`src/rtl/ysyx_24090003_wbu.sv`:
```
// ysyx_24090003_wbu: write-back unit.
// Arbitrates EXU and LSU results onto the GPR write port with one registered
// write per cycle. LSU has priority, and a starvation counter guarantees the
// EXU a slot after STARVE_MAX consecutive losses. It also keeps a per-register
// pending-write scoreboard so the IDU can stall on RAW hazards.
// Optional feature macro: YSYX_24090003_WBU_BYPASS_EN. It forwards the
// write-back data to a source operand whose last pending write is retiring.

module ysyx_24090003_wbu #(
    parameter int unsigned CNT_W      = 2,
    parameter int unsigned STARVE_MAX = 4
) (
    input  logic        i_clk,
    input  logic        i_rst_n,
    input  logic        i_exu_valid,
    output logic        o_exu_ready,
    input  logic [4:0]  i_exu_rd,
    input  logic [31:0] i_exu_data,
    input  logic        i_exu_wen,
    input  logic        i_lsu_valid,
    output logic        o_lsu_ready,
    input  logic [4:0]  i_lsu_rd,
    input  logic [31:0] i_lsu_data,
    input  logic        i_lsu_wen,
    input  logic        i_issue_valid,
    input  logic [4:0]  i_issue_rd,
    output logic        o_issue_ready,
    input  logic [4:0]  i_rs1_addr,
    input  logic [4:0]  i_rs2_addr,
    output logic        o_stall,
    output logic [4:0]  o_rd_addr,
    output logic [31:0] o_rd_wdata,
    output logic        o_reg_wen,
    output logic        o_sb_err
`ifdef YSYX_24090003_WBU_BYPASS_EN
    ,
    output logic        o_rs1_fwd,
    output logic        o_rs2_fwd,
    output logic [31:0] o_fwd_data
`endif
);

    localparam int unsigned NREG = 32;
    localparam int unsigned AW   = 5;
    localparam int unsigned DW   = 32;
    localparam int unsigned SW   = (STARVE_MAX < 1) ? 1 : $clog2(STARVE_MAX + 1);

    localparam logic [CNT_W-1:0] CNT_MAX    = {CNT_W{1'b1}};
    localparam logic [CNT_W-1:0] CNT_ONE    = CNT_W'(1);
    localparam logic [SW-1:0]    STARVE_LIM = SW'(STARVE_MAX);

    // Registered write port and bookkeeping state
    logic [AW-1:0]    r_rd_addr;
    logic [DW-1:0]    r_rd_wdata;
    logic             r_reg_wen;
    logic [SW-1:0]    r_starve;
    logic             r_sb_err;
    logic [CNT_W-1:0] r_cnt [NREG];

    // Arbitration and scoreboard combinational terms
    logic             w_both_valid;
    logic             w_exu_force;
    logic             w_exu_ready;
    logic             w_lsu_ready;
    logic             w_exu_xfer;
    logic             w_lsu_xfer;
    logic [SW-1:0]    w_starve_nxt;
    logic             w_issue_dec_hit;
    logic             w_issue_ready;
    logic             w_issue_rej;
    logic             w_inc;
    logic [NREG-1:0]  w_inc_vec;
    logic [NREG-1:0]  w_dec_vec;
    logic [CNT_W-1:0] w_cnt_nxt [NREG];
    logic             w_underflow;
    logic             w_rs1_busy;
    logic             w_rs2_busy;
    logic             w_rs1_fwd;
    logic             w_rs2_fwd;

    // Grant selection: LSU wins unless the EXU has been starved long enough
    always_comb begin
        w_both_valid = i_exu_valid && i_lsu_valid;
        w_exu_force  = w_both_valid && (r_starve == STARVE_LIM);
        w_lsu_ready  = !w_exu_force;
        w_exu_ready  = !i_lsu_valid || w_exu_force;
        w_exu_xfer   = i_exu_valid && w_exu_ready;
        w_lsu_xfer   = i_lsu_valid && w_lsu_ready;
    end

    // Starvation count: consecutive cycles the EXU waited behind the LSU
    always_comb begin
        w_starve_nxt = r_starve;
        if (w_both_valid && w_lsu_xfer) begin
            w_starve_nxt = r_starve + SW'(1);
        end else if (w_exu_xfer || !i_exu_valid) begin
            w_starve_nxt = '0;
        end
    end

    // Issue acceptance: a full counter only frees up through a same-cycle retire
    always_comb begin
        w_issue_dec_hit = r_reg_wen && (r_rd_addr == i_issue_rd);
        w_issue_ready   = !((r_cnt[i_issue_rd] == CNT_MAX) && !w_issue_dec_hit);
        w_issue_rej     = i_issue_valid && !w_issue_ready;
        w_inc           = i_issue_valid && w_issue_ready && (i_issue_rd != '0);
        w_inc_vec       = w_inc ? (NREG'(1) << i_issue_rd) : '0;
        w_dec_vec       = r_reg_wen ? (NREG'(1) << r_rd_addr) : '0;
    end

    // Per-register counter update; x0 is never tracked
    always_comb begin
        w_underflow = 1'b0;
        for (int unsigned i = 0; i < NREG; i++) begin
            w_cnt_nxt[i] = r_cnt[i];
        end
        w_cnt_nxt[0] = '0;
        for (int unsigned i = 1; i < NREG; i++) begin
            case ({w_inc_vec[i], w_dec_vec[i]})
                2'b10: w_cnt_nxt[i] = r_cnt[i] + CNT_ONE;
                2'b01: begin
                    if (r_cnt[i] == '0) begin
                        w_underflow = 1'b1;
                    end else begin
                        w_cnt_nxt[i] = r_cnt[i] - CNT_ONE;
                    end
                end
                default: w_cnt_nxt[i] = r_cnt[i];
            endcase
        end
    end

    // RAW hazard detection, with optional forwarding of the retiring write
    always_comb begin
        w_rs1_busy = (i_rs1_addr != '0) && (r_cnt[i_rs1_addr] != '0);
        w_rs2_busy = (i_rs2_addr != '0) && (r_cnt[i_rs2_addr] != '0);
        w_rs1_fwd  = 1'b0;
        w_rs2_fwd  = 1'b0;
`ifdef YSYX_24090003_WBU_BYPASS_EN
        w_rs1_fwd  = r_reg_wen && (r_rd_addr == i_rs1_addr) && (r_cnt[i_rs1_addr] == CNT_ONE);
        w_rs2_fwd  = r_reg_wen && (r_rd_addr == i_rs2_addr) && (r_cnt[i_rs2_addr] == CNT_ONE);
`endif
    end

    // Registered write toward the regfile; reset drops any in-flight write
    always_ff @(posedge i_clk) begin
        if (!i_rst_n) begin
            r_reg_wen  <= 1'b0;
            r_rd_addr  <= '0;
            r_rd_wdata <= '0;
        end else if (w_exu_xfer) begin
            r_reg_wen  <= i_exu_wen && (i_exu_rd != '0);
            r_rd_addr  <= i_exu_rd;
            r_rd_wdata <= i_exu_data;
        end else if (w_lsu_xfer) begin
            r_reg_wen  <= i_lsu_wen && (i_lsu_rd != '0);
            r_rd_addr  <= i_lsu_rd;
            r_rd_wdata <= i_lsu_data;
        end else begin
            r_reg_wen  <= 1'b0;
        end
    end

    // Scoreboard counters, starvation counter and sticky error flag
    always_ff @(posedge i_clk) begin
        if (!i_rst_n) begin
            for (int unsigned i = 0; i < NREG; i++) begin
                r_cnt[i] <= '0;
            end
            r_starve <= '0;
            r_sb_err <= 1'b0;
        end else begin
            for (int unsigned i = 0; i < NREG; i++) begin
                r_cnt[i] <= w_cnt_nxt[i];
            end
            r_starve <= w_starve_nxt;
            r_sb_err <= r_sb_err || w_underflow || w_issue_rej;
        end
    end

    assign o_exu_ready   = w_exu_ready;
    assign o_lsu_ready   = w_lsu_ready;
    assign o_issue_ready = w_issue_ready;
    assign o_stall       = (w_rs1_busy && !w_rs1_fwd) || (w_rs2_busy && !w_rs2_fwd);
    assign o_rd_addr     = r_rd_addr;
    assign o_rd_wdata    = r_rd_wdata;
    assign o_reg_wen     = r_reg_wen;
    assign o_sb_err      = r_sb_err;

`ifdef YSYX_24090003_WBU_BYPASS_EN
    assign o_rs1_fwd     = w_rs1_fwd;
    assign o_rs2_fwd     = w_rs2_fwd;
    assign o_fwd_data    = r_rd_wdata;
`endif

endmodule

```
`config.mk`:
```
export PLATFORM = sky130hd
export DESIGN_NAME = ysyx_24090003_wbu
export DESIGN_NICKNAME = d
export VERILOG_FILES = /design/src/rtl/ysyx_24090003_wbu.sv
export SDC_FILE = /design/constraint.sdc
export NUM_CORES = 1
export LEC_CHECK = 0
export ABC_AREA = 1
export BUFFER_PORTS_ARGS = -buffer_cell sky130_fd_sc_hd__buf_2
export CAP_MARGIN = 20
export CORE_ASPECT_RATIO = 1.75
export CORE_UTILIZATION = 55
export CTS_CLUSTER_SIZE = 40
export DETAILED_ROUTE_END_ITERATION = 8
export GPL_TIMING_DRIVEN = 0
export HOLD_SLACK_MARGIN = 0.1
export PLACE_DENSITY = 0.79
export SKIP_CTS_REPAIR_TIMING = 1
export SLEW_MARGIN = 30
export SYNTH_ARGS = -nofsm -noshare
export SYNTH_HDL_FRONTEND = slang
export SYNTH_SLANG_ARGS = --single-unit
```
`constraint.sdc`:
```
create_clock -name i_clk -period 5.56 [get_ports i_clk]
set_clock_uncertainty 0.1 [all_clocks]
set_input_delay 0 -clock i_clk [delete_from_list [all_inputs] [get_ports i_clk]]
set_output_delay 0 -clock i_clk [all_outputs]
set_load 0.01 [all_outputs]
```
==> reports/metrics.csv <==
metric;value;unit
status;completed;
count leader, synth;nand2_1;
DRT antenna net count;0;
DR DRC count;0;
Root Buffer Master;clkbuf_16;
final net count;1586;
CTS tree;built;
CP required;5.77;ns
Worst path slowest cell;dlygate4sd3_1;
final instance area;0.009415;sq mm
Non-Filler Instances;1664;
Cell Rows;55;
grt met2 use;68.61;%
CP Capture Point;o_reg_wen;
Final Power;1.845;mW
Worst Max-Slew Pin Slew;0.8107;ns
Synth Flop Type;dfxtp_1;
H-tree depth;3;
fillcell total;1135;
Initial Utilization;56.97;%
total core area;0.01308;sq mm
min cycle time layout;3.394;ns
Inst Count DP;1569;
fin crit share;61.04;%
worst r2r path cells;12;
Yosys Warn Count;0;
area grow syn2layout;26.41;%
Die ar.;0.01403;sq mm
post-synthesis register bit count;104;
largest net degree at the start of global routing;20;
share of the yosys chip area belonging to registers;27.95;%
Total Wirelength;30.30;mm
Via density;5.944;
HPWL after DPL;20.61;mm
Startpoint Class;register;
IO buf count;134;
post-synthesis net count;1362;
commonest cells in the netlist;nand2_1, nor2_1, nand3_1;
post-layout util;72.01;%
fmax;294.7;MHz
worst skew pair latency;0.37;ns
cells after synthesis;1264;
drt first pass iters;6;
diode count;0;
max-slew violation count;0;
crit end category;register;
WP data arrival;3.61;ns
GRT Total Usage;37.70;%
area leader, netlist;dfxtp_1;
R2R Path End;o_reg_wen;
flop2flop setup slack;2.17;ns
I/O Pins;139;
Hold Path Class;in2reg;
gr ovfl total;0;
worst-path maximum fanout;10;
clk slew on worst S/H paths;0.08;ns
Pwr Density;195.9;mW/mm^2
Final Hold Vio Count;0;
first-pass GRT wire length;41.19;mm
total CTS buffers;9;
mean routed wirelength per cell;18.21;microns
met1 Use GR;37.58;%
RSZ-0062 raised after global routing;no;
RR Startpoint;r_starve[0];
Iteration-0 DRC Markers;922;
Crit path largest cell delay;0.63;ns
initial antenna violation count;0;
Worst VDD drop;165.8;uV
Clock Tree Buf Depth;2;
share of cells above drive strength 1;12.26;%
Synth Area per Inst;5.893;sq um
Async SR Flop Fraction;0;%
width of the die;89.97;microns
gr busiest metal;met2;
CP Launch Point;r_starve[0];
Netlist Area Pre-Place;0.007448;sq mm
setup tns final;0;ns
Max Cap Viol;0;
Area after DPL;0.008333;sq mm
Via Count;9890;
Pleak;4.532;nW
vias in the first global route;8605;
post-synth top area share;27.95;%
Setup Viol. Count Final;0;
Die H;155.9;microns
synth unique cells;42;
Crit Path Class;reg2reg;
Slew HR;45.95;%
routability cong.;1.035;
number of flops mapped to enable cells by yosys;0;
CP cell instances;inv_1 > ha_1 > nand2_1 > inv_1 > nand3_1 > nand2_1 > inv_2 > clkbuf_1 > o311ai_0 > dlygate4sd3_1 > a21oi_1 > dlygate4sd3_1;
M3 GR Usage;7.261;%
CTS Sinks;104;
top cells by area, synth;dfxtp_1, nand2_1, nand3_1;
## registers in the layout, summed over array words and instances, names as in the netlist
name and count:
o_sb_err 1, r_cnt 62, o_rd_addr 5, r_starve 3
o_reg_wen 1, o_rd_wdata 32
## layer usage
metal / up-vias / routed length [microns] / part of all wire [%]
met5: - / 0 / 0
met2: 723 / 14300 / 47
li1: 4597 / - / -
met4: 0 / 2716 / 9.0
met1: 4347 / 10200 / 34
met3: 223 / 3078 / 10
## placed cells by master, fill, tap and decap left out, types with 29 or more instances in the layout
master / synthesis / routed
dfxtp_1: 104 / 104
buf_2: 5 / 139
clkbuf_1: 33 / 34
a21oi_1: 63 / 63
inv_1: 142 / 142
nand2_1: 270 / 270
nor2_1: 193 / 193
nand3_1: 192 / 192
or2_1: 29 / 29
o211ai_1: 32 / 32
o21ai_0: 91 / 91
dlygate4sd3_1: 0 / 79
## kinds of logic after synthesis
group / after synthesis / share of synthesized area (%)
adders and majority gates: 2 / 0.3359
DFF: 104 / 27.95
and+or+nand+nor: 722 / 42.45
xor gates and xnor gates: 2 / 0.2352
AOI/OAI and AO/OA: 229 / 17.92
buffers and inverters: 205 / 11.10
## how the worst min path moves through the flow
stage / from / endpoint / cells past startpoint / slack [ns]
3_5_place_dp: i_lsu_wen / o_reg_wen / 3 / 0.22
2_1_floorplan: i_lsu_valid / o_lsu_ready / 1 / 0.02
6_report: i_issue_valid / o_sb_err / 9 / 0.17
5_1_grt: i_issue_valid / o_sb_err / 9 / 0.27
4_1_cts: i_lsu_wen / o_reg_wen / 3 / -0.15
3_3_place_gp: i_exu_rd[3] / o_rd_addr[3] / 5 / 0.19
## report_power, final
part           internal (mW)  leakage, nW  switching (mW)
registers              0.770        0.848          0.0193
clock network          0.317        0.142           0.350
logic                  0.153         3.54           0.236
total                   1.24         4.53           0.605
## critical path: cells and delay by family, from the launching register on
family          cells  cell delay [ns]
flops               1             0.37
compound gates      2             0.42
simple gates        3             0.32
fa+ha+maj           1             0.19
buf+inv             6             1.93
## final cells by class
type | count | area [sq um] | share of cell area, %
sequential | 104 | 2082 | 22.11
clock inverter | 6 | 62.56 | 0.6645
buffer | 55 | 261.5 | 2.777
multi-input combinational | 955 | 4539 | 48.21
clock buffer | 10 | 229.0 | 2.432
timing repair buffer | 213 | 1461 | 15.52
tap | 171 | 214.0 | 2.272
inverter | 150 | 565.5 | 6.007
## per-stage QoR
stage	worst slack, ns	hold slack, ns
3_3_place_gp	2.942	0.1936
3_5_place_dp	2.904	0.2164
2_1_floorplan	3.420	0.01823
4_1_cts	2.892	-0.1550
6_report	2.166	0.1689
5_1_grt	2.041	0.2727
Power figures use the tool's default switching activity.
